File: src/rtl/mem_stage_pkg.sv
// Shared encodings for the MEM stage: writeback select codes, FSM state type and default width.
package mem_stage_pkg;

  localparam int unsigned DEFAULT_DATA_W = 32;

  localparam logic [1:0] MTR_ALU = 2'b00;
  localparam logic [1:0] MTR_MEM = 2'b01;
  localparam logic [1:0] MTR_PC4 = 2'b10;

  typedef enum logic {IDLE, WAIT} mem_state_e;

endpackage

File: src/rtl/memwb_reg.sv
// MEM/WB pipeline register with synchronous reset; bubble_i loads an all-zero (no-op) entry.
module memwb_reg #(
  parameter int unsigned DATA_W = 32
) (
  input  logic              clk_i,
  input  logic              reset_i,
  input  logic              bubble_i,
  input  logic [DATA_W-1:0] data_i,
  input  logic [4:0]        wr_reg_i,
  input  logic              reg_wr_i,
  input  logic              err_i,
  output logic [DATA_W-1:0] data_o,
  output logic [4:0]        wr_reg_o,
  output logic              reg_wr_o,
  output logic              err_o
);

  logic [DATA_W-1:0] data_q;
  logic [4:0]        wr_reg_q;
  logic              reg_wr_q;
  logic              err_q;

  always_ff @(posedge clk_i) begin
    if (reset_i || bubble_i) begin
      data_q   <= '0;
      wr_reg_q <= '0;
      reg_wr_q <= 1'b0;
      err_q    <= 1'b0;
    end else begin
      data_q   <= data_i;
      wr_reg_q <= wr_reg_i;
      reg_wr_q <= reg_wr_i;
      err_q    <= err_i;
    end
  end

  assign data_o   = data_q;
  assign wr_reg_o = wr_reg_q;
  assign reg_wr_o = reg_wr_q;
  assign err_o    = err_q;

endmodule

File: src/rtl/mem_stage_ctrl.sv
// MEM stage: data-memory req/ack handshake, front-end stall, writeback select and MEM/WB register.
// Define MEM_TIMEOUT_EN to abort accesses whose ack does not arrive within TIMEOUT cycles.
module mem_stage_ctrl
  import mem_stage_pkg::*;
#(
  parameter int unsigned DATA_W  = DEFAULT_DATA_W,
  parameter int unsigned TIMEOUT = 16
) (
  input  logic              clk,
  input  logic              reset,
  input  logic [DATA_W-1:0] EX_MEM_PCP4_in,
  input  logic [DATA_W-1:0] ALUResult_in,
  input  logic [DATA_W-1:0] BusB_in,
  input  logic              MemWr_in,
  input  logic              MemRd_in,
  input  logic [1:0]        MemtoReg_in,
  input  logic              RegWr_in,
  input  logic [4:0]        WrReg_in,
  output logic              mem_req,
  output logic              mem_we,
  output logic [DATA_W-1:0] mem_addr,
  output logic [DATA_W-1:0] mem_wdata,
  input  logic [DATA_W-1:0] mem_rdata,
  input  logic              mem_ack,
  output logic              stall,
  output logic [DATA_W-1:0] MEM_WB_data_out,
  output logic [4:0]        MEM_WB_WrReg_out,
  output logic              MEM_WB_RegWr_out,
  output logic              MEM_WB_err_out
);

  if (TIMEOUT < 2 || TIMEOUT > 255) begin : g_bad_timeout
    $error("mem_stage_ctrl: TIMEOUT must be in 2..255");
  end

  mem_state_e state_q, state_d;

  logic              access;
  logic              misaligned;
  logic              abort;
  logic              load_done;
  logic [DATA_W-1:0] wb_data;
  logic              wb_reg_wr;
  logic              wb_err;

  assign access     = MemRd_in | MemWr_in;
  assign misaligned = access & (ALUResult_in[1:0] != 2'b00);

`ifdef MEM_TIMEOUT_EN
  logic [7:0] cnt_q, cnt_d;

  // Counter holds the index of the current WAIT cycle; abort fires on the last allowed one.
  assign abort = (state_q == WAIT) && (cnt_q == 8'(TIMEOUT - 1));
  assign cnt_d = ((state_q == WAIT) && (state_d == WAIT)) ? cnt_q + 8'd1 : 8'd0;

  always_ff @(posedge clk) begin
    if (reset) cnt_q <= 8'd0;
    else       cnt_q <= cnt_d;
  end
`else
  assign abort = 1'b0;
`endif

  // State register
  always_ff @(posedge clk) begin
    if (reset) state_q <= IDLE;
    else       state_q <= state_d;
  end

  // Next-state
  always_comb begin
    state_d = state_q;
    case (state_q)
      IDLE:    if (mem_req && !mem_ack) state_d = WAIT;
      WAIT:    if (mem_ack || !mem_req) state_d = IDLE;
      default: state_d = IDLE;
    endcase
  end

  // Outputs and MEM/WB next values
  always_comb begin
    mem_req   = ~reset & access & ~misaligned & ~abort;
    mem_we    = MemWr_in;
    mem_addr  = ALUResult_in;
    mem_wdata = BusB_in;
    stall     = mem_req & ~mem_ack;
    load_done = mem_req & mem_ack & MemRd_in & ~MemWr_in;

    case (MemtoReg_in)
      MTR_MEM: wb_data = load_done ? mem_rdata : '0;
      MTR_PC4: wb_data = EX_MEM_PCP4_in;
      default: wb_data = ALUResult_in;
    endcase
    wb_reg_wr = RegWr_in;
    wb_err    = 1'b0;

    if (misaligned) begin
      wb_reg_wr = 1'b0;
      wb_err    = 1'b1;
      wb_data   = ALUResult_in;
    end else if (abort) begin
      wb_reg_wr = 1'b0;
      wb_err    = 1'b1;
      wb_data   = '0;
    end
  end

  memwb_reg #(
    .DATA_W(DATA_W)
  ) u_memwb_reg (
    .clk_i    (clk),
    .reset_i  (reset),
    .bubble_i (stall),
    .data_i   (wb_data),
    .wr_reg_i (WrReg_in),
    .reg_wr_i (wb_reg_wr),
    .err_i    (wb_err),
    .data_o   (MEM_WB_data_out),
    .wr_reg_o (MEM_WB_WrReg_out),
    .reg_wr_o (MEM_WB_RegWr_out),
    .err_o    (MEM_WB_err_out)
  );

endmodule

File: config.mk
export PLATFORM = sky130hd
export DESIGN_NAME = mem_stage_ctrl
export DESIGN_NICKNAME = d
export VERILOG_FILES = /design/src/rtl/mem_stage_pkg.sv /design/src/rtl/memwb_reg.sv /design/src/rtl/mem_stage_ctrl.sv
export SDC_FILE = /design/constraint.sdc
export NUM_CORES = 1
export LEC_CHECK = 0
export CORE_AREA = 2 2 97 99
export CTS_BUF_LIST = sky130_fd_sc_hd__clkbuf_4 sky130_fd_sc_hd__clkbuf_8 sky130_fd_sc_hd__clkbuf_16
export DETAILED_ROUTE_END_ITERATION = 7
export DIE_AREA = 0 0 99 101
export PLACE_DENSITY = 0.76
export SLEW_MARGIN = 20
export SYNTH_ARGS = -nofsm -noshare
export SYNTH_HDL_FRONTEND = slang
export SYNTH_SLANG_ARGS = --single-unit
File: constraint.sdc
create_clock -name clk -period 1.84 [get_ports clk]
set_input_delay 0.368 -clock clk [delete_from_list [all_inputs] [get_ports clk]]
set_output_delay 0.368 -clock clk [all_outputs]
set_load 0.02 [all_outputs]
== After elaboration in Yosys (flattened, before gate mapping) ==
Cells that the tools add are included.

* RAM bits: 0
* Bits in latches: 0
* ROM bits: 0
* Flip-flop bits (word level): 39
* Memories kept: 0
* Logic and storage cells: 25
* Bits of input ports: 141

* Multiply operators: 0
* Bitwise operators: 12
* Add/sub/neg operators: 0
* Reductions and logical operators: 3
* Divide/modulo/power cells: 0
* Equality and inequality tests: 2
* $lt $le $gt $ge: 0
* Shifts and indexed selects: 0
* Multiplexer cells: 4

{| class="wikitable"
|+ Operators with widths
! operator !! number
|-
| $mux 32 || 2
|-
| $pmux 32 s2 || 1
|-
| $and 1x1->1 || 7
|-
| $not 1->1 || 4
|-
| $eq 2x1->1 const B || 1
|-
| $eq 2x2->1 const B || 1
|-
| $reduce_bool 2->1 || 1
|-
| $reduce_or 2->1 || 1
|-
| $logic_or 1x1->1 || 1
|-
| $mux 1 || 1
|-
| $or 1x1->1 || 1
|}

== Longest topological paths before layout ==
* Depth in word-level cells: 10
* Depth in mapped cells: 7

== Cells and area by module ==
Synthesis repeated with hierarchy kept, for this count alone.

* Cells, all modules: 347
* Area total of the unflattened synthesis: 2866.5 sq um

{| class="wikitable"
|+ Modules (own cells, without submodules)
! module !! area each (sq um) !! sequential area each (sq um) !! instances !! cells each
|-
| mem_stage_ctrl || 1685.4 || 0.0 || 1 || 261
|-
| memwb_reg || 1181.1 || 780.7 || 1 || 86
|}

== Least setup slack after synthesis ==
OpenSTA, ideal clock, no wires.

* Path kind: input port to output port
* From: input mem_ack
* To: output stall
* Data arrival time: 1231 ps
* Stages on the path: 2
* Path buffers: 0
* Setup slack: 241 ps
* Required time: 1472 ps
* Cells stage by stage: or3_1 > nor3_1

* Longest elaborated chain between the ends: 2

{| class="wikitable"
|+ Ends and longest elaborated chain
! element !! line !! source
|-
| start: declaration || mem_stage_ctrl.sv:24 || <nowiki>input logic mem_ack,</nowiki>
|-
| $not 1->1 || mem_stage_ctrl.sv:86 || <nowiki>stall = mem_req & ~mem_ack;</nowiki>
|-
| $and 1x1->1 || mem_stage_ctrl.sv:86 ||
|-
| end: declaration || mem_stage_ctrl.sv:25 || <nowiki>output logic stall,</nowiki>
|}

Every way passes these cells.

== Worst setup path after layout ==
* From: input ALUResult_in[18]
* To: output mem_addr[18]

{| class="wikitable"
|+ RTL lines
! element !! line !! source
|-
| start: declaration || mem_stage_ctrl.sv:12 || <nowiki>input logic [DATA_W-1:0] ALUResult_in,</nowiki>
|-
| end: declaration || mem_stage_ctrl.sv:21 || <nowiki>output logic [DATA_W-1:0] mem_addr,</nowiki>
|}

No word-level cell between the ends.

==> impl_metrics.toml <==
[cts]
cts_buffers = 5
h-tree-depth = 2
cts_max_path_buffers = 2
root_buffer = "clkbuf_8"
cts_sinks = 39
clk_pin_slew_ps = 80
cts_tree = "yes"
cts_hold_buffers = 0

[yosys]
synth.area.top_cells = "dfxtp_1, buf_4, a211oi_2"
yosysWarnings = 0
synth_seq_area_share = 0.3174
ys_ff_latch = 39
synth_enable_flop_cells = 0
synthFlopType = "dfxtp_1"
synth_commonest_cells = "buf_4, dfxtp_1, a21oi_1, a32oi_1, a211oi_2"
synthArstFlopShare = 0
syn_nets = 395
syn_avg_cell_area_um2 = 9.761
synth.distinct_cells = 21
synth.most_common_cell = "buf_4"
synthDominantAreaCellType = "dfxtp_1"
synth_top_area_share = 0.3174
postSynthCellCount = 252
synth.cell_area_um2 = 2460

[power]
combPwrFrac = 0.384
p_per_area_nw_per_um2 = 593.2
netSwitchingPower_uw = 761.8
seq_power_share = 0.374
peakVddDrop_v = 0.0002956
p_clk_frac = 0.242
finalPower_uw = 2490
leakage_uw = 0.001639
netSwitchingFraction = 0.3059
internal_power_uw = 1728

[setup_path]
critical_path.top_delay_family = "buffers and inverters"
critPathArrivalTime_ps = 1470
max_stage_delay_ps = 610
cp_common_cell = "clkdlybuf4s50_1"
end_kind = "output port"
cp_slowest_cell = "clkdlybuf4s50_1"
crit_start = "ALUResult_in[18]"
critPathMaxFanout = 2
crit_path_start_kind = "primary input"
critPathBufInv = 2
crit_type = "primary input to output port"
path_cells = "clkdlybuf4s50_1 -> clkdlybuf4s50_1"
worstPathRequired_ps = 1470

[die]
die-width_um = 99
die_height_um = 101
fp.dieArea_um2 = 9999
num_rows = 35
initial_utilization = 0.2740
core_area_um2 = 8977
ios = 247

[detailed_routing]
first_pass_iters = 4
wl_per_cell_um = 17.71
drt_wl_total_um = 8801
viasPerCell = 4.887
first_iter_violations = 45
vias = 2429
drc_errors = 0
antenna_left = 0

[place]
gp_congestion = 0.7704
portBuffers = 182
pre_cts_ws_ps = -601.7
hpwl_um = 7018

[sta]
rsz0062_at_grt = "no"
drv_slew = 0
setup_tns_ps = -1.671
fin_crit_sh = 1.001
max-slew-margin-rel = 0.7944
min_period_ps = 1842
max_freq_mhz = 543.0
final_hold_viol_count = 0
worstMarginPinSlew_ps = 307.2
fin_ws_ps = -1.671
setup_viol = 1

[cells_and_area]
drive_gt1_frac = 0.2124
num_antenna_cells = 0
area_growth_pct = 70.65
final_nets = 528

[hold_path]
hold-path-cell-count = 3
hold_path.class = "primary input to register"
whs_endpoint = "u_memwb_reg.wr_reg_o[3]"
hp-start = "WrReg_in[3]"

[run]
maxCapViolations = 0

[run_status]
violations = "setup timing"
status = "complete, but fails checks"

[global_routing]
grt_max_degree = 26
track_usage = 0.1680
gr-total-overflow = 0
grt_pass1_vias = 2519
grt_pass1_wl_um = 13140
antenna_found_initial = 0
[cells in the final DEF, fill, tap and decap left out, types with 8 or more instances in the layout]
cell type / n
a211oi_2: 30
a21oi_1: 32
a32oi_1: 32
buf_4: 29
clkdlybuf4s50_1: 151
dfxtp_1: 39
dlygate4sd2_1: 16
dlymetal6s2s_1: 11
inv_1: 8
nor2_1: 8
[power groups by stage]
| stage | registers (µW) | logic, µW | clock network, µW |
|---|---|---|---|
| floorplan | 1040 | 454 | 0 |
| global placement | 949 | 966 | 0 |
| detailed placement | 952 | 977 | 0 |
| CTS | 932 | 968 | 635 |
| global route | 939 | 1010 | 670 |
| finish | 931 | 956 | 603 |
[final cells by class]
cell class	count	area [µm²]
tap	111	138.9
multi-input combinational	116	1007
clock inverter	1	5.005
clock buffer	7	83.83
fill	852	4780
sequential	39	780.7
timing repair buffer	215	2152
inverter	8	30.03
[metrics by stage]
stage / cell area, µm² / hold WS, ps / std cells / util
4_1_cts: 4164 / 580.1 / 497 / 0.4638
2_1_floorplan: 2460 / 447.3 / 252 / -
3_5_place_dp: 4093 / 736.1 / 489 / 0.4559
6_report: 4198 / 590.7 / 497 / 0.4676
5_1_grt: 4198 / 602.1 / 497 / 0.4676
3_3_place_gp: 4093 / 736.1 / 489 / 0.4559
[state kept, by name (all words and copies together), names as in the netlist]
signal / flops
u_memwb_reg.err_o: 1
u_memwb_reg.reg_wr_o: 1
u_memwb_reg.wr_reg_o: 5
u_memwb_reg.data_o: 32
[worst max-delay path by stage]
stage	end	cells past startpoint
final	mem_addr[18]	2
after global routing	mem_addr[12]	2
after CTS	stall	4
after detailed placement	stall	4
after global placement	stall	4
after floorplan	stall	2
[per-layer routing]
metal / up-vias / part of all wire / global-route usage
met5: - / 0 / 0
met4: 0 / 0.014 / 0.04004
met3: 19 / 0.10 / 0.05825
met2: 153 / 0.56 / 0.3430
met1: 1123 / 0.33 / 0.1579
li1: 1134 / - / -
[kinds of logic (layout without fill, tap and decap cells)]
group           after synthesis  after routing  synth area share
fa+ha+maj                     2              2           0.01017
flops                        39             39            0.3174
buf+inv                      97            231            0.2864
compound gates               98             98            0.3474
simple gates                 16             16           0.03866
[what timing repair did]
| item | CTS | global route |
|---|---|---|
| cloned | 0 | 0 |
| endpoints found under the hold margin | 0 | 0 |
| setup buffers | 0 | 0 |
| resized for setup | 29 | 12 |
| setup endpoints to repair | 18 | 14 |
| pin swaps | 0 | 1 |
No activity file was read; power rests on OpenSTA's default activity.
==> RTL edit (same flow settings) <==
Change the package constant `DEFAULT_DATA_W` from 32 to 24.
--- a/src/rtl/mem_stage_pkg.sv
+++ b/src/rtl/mem_stage_pkg.sv
@@ -2,5 +2,5 @@
 package mem_stage_pkg;
 
-  localparam int unsigned DEFAULT_DATA_W = 32;
+  localparam int unsigned DEFAULT_DATA_W = 24;
 
   localparam logic [1:0] MTR_ALU = 2'b00;
Interface: changed (7 resized); port bits go from 247 to 191. No check against the original RTL was run, so the function may have changed too.
==> RTL edit against the unedited design <==
Cell count down 15%; sequential share of layout area down 0.26 points; design area down 19%; routed wire length down 22%; worst setup slack better by 21 ps; core utilization down 9.1 points; count of clock-buffer cells in the layout unchanged; maximum frequency up 1.2%; area after synthesis down 23%; sequential cell count down 8; total power down 19%; die area unchanged; largest power group unchanged; highest routed layer unchanged.
==> RTL edit: results (changes against the unedited design) <==
Post-CTS Resized = 21 (was 29)
IR drop worst, VDD = 0.309 mV (was 0.296 mV)
Non-clock buffers = 171 (was 215)
Number of DRC markers in iteration 0 = 29 (was 45)
Max reg flops = 24 (was 32)
Pwr Total = 2.03 mW (was 2.49 mW)
#MultiIn Comb = 92 (was 116)
DP Worst Slack = -483 ps (was -602 ps)
Sequential-to-total area share from yosys stat = 32.9% (was 31.7%)
Vias in the first global route = 2185 (was 2519)
Fraction of area in multi-input gates = 23.0% (was 24.0%)
Gate Count Post-Synth = 197 (was 252)
Compound-gate portion of the synthesized area = 33.5% (was 34.7%)
Vias/cell = 4.57 (was 4.89)
Seq cells post-synth = 31 (was 39)
Worst Hold Launch = ALUResult_in[0] (was WrReg_in[3])
Inst Count DP = 413 (was 489)
Routed WL = 6860 µm (was 8800 µm)
First-pass GRT wire length = 10700 µm (was 13100 µm)
Switching share of total power = 29.5% (was 30.6%)
Fraction of area in registers = 18.3% (was 18.6%)
Global placer's final weighted congestion = 0.754 (was 0.770)
Share of layout cells above drive strength 1 = 21.0% (was 21.2%)
Fill count = 897 (was 852)
Hold EP = u_memwb_reg.err_o (was u_memwb_reg.wr_reg_o[3])
P per Cell Area = 599 nW/µm² (was 593 nW/µm²)
Hold Path Cell Cnt = 4 (was 3)
Min Hold Slack = 599 ps (was 591 ps)
GRT Overall Usage = 13.6% (was 16.8%)
Clock Power Share = 26.6% (was 24.2%)
PortBufs = 142 (was 182)
Clk cell area share = 2.63% (was 2.12%)
Status = finished, final reports clean (was finished with violations)
Adder-cell share of the synthesized area = 1.33% (was 1.02%)
Worst-margin pin slew = 326 ps (was 307 ps)
RTL edit: cell count changes after synthesis, sizes merged:
cell and change:
a211oi -8, a21oi -8, a32oi -8, buf -21, clkbuf -2, dfxtp -8
RTL edit: how the worst max path moves through the flow:
| stage | from | endpoint | slack (ps) | cells past startpoint |
|---|---|---|---|---|
| after global routing | reset | u_memwb_reg.data_o[7] | -20 | 6 |
| after global placement | mem_ack | stall | -460 | 4 |
| after detailed placement | ALUResult_in[1] | stall | -480 | 4 |
| after floorplan | mem_ack | stall | 260 | 2 |
| after CTS | ALUResult_in[6] | mem_addr[6] | 0.9 | 2 |
| final | ALUResult_in[7] | mem_addr[7] | 20 | 2 |
RTL edit: layer usage:
metal	track usage (%)	routed length, µm	vias to the layer above
met5	0	0	-
met4	5.69	171	0
met3	4.30	644	20
met2	25.9	3700	108
met1	13.5	2340	888
li1	-	-	910
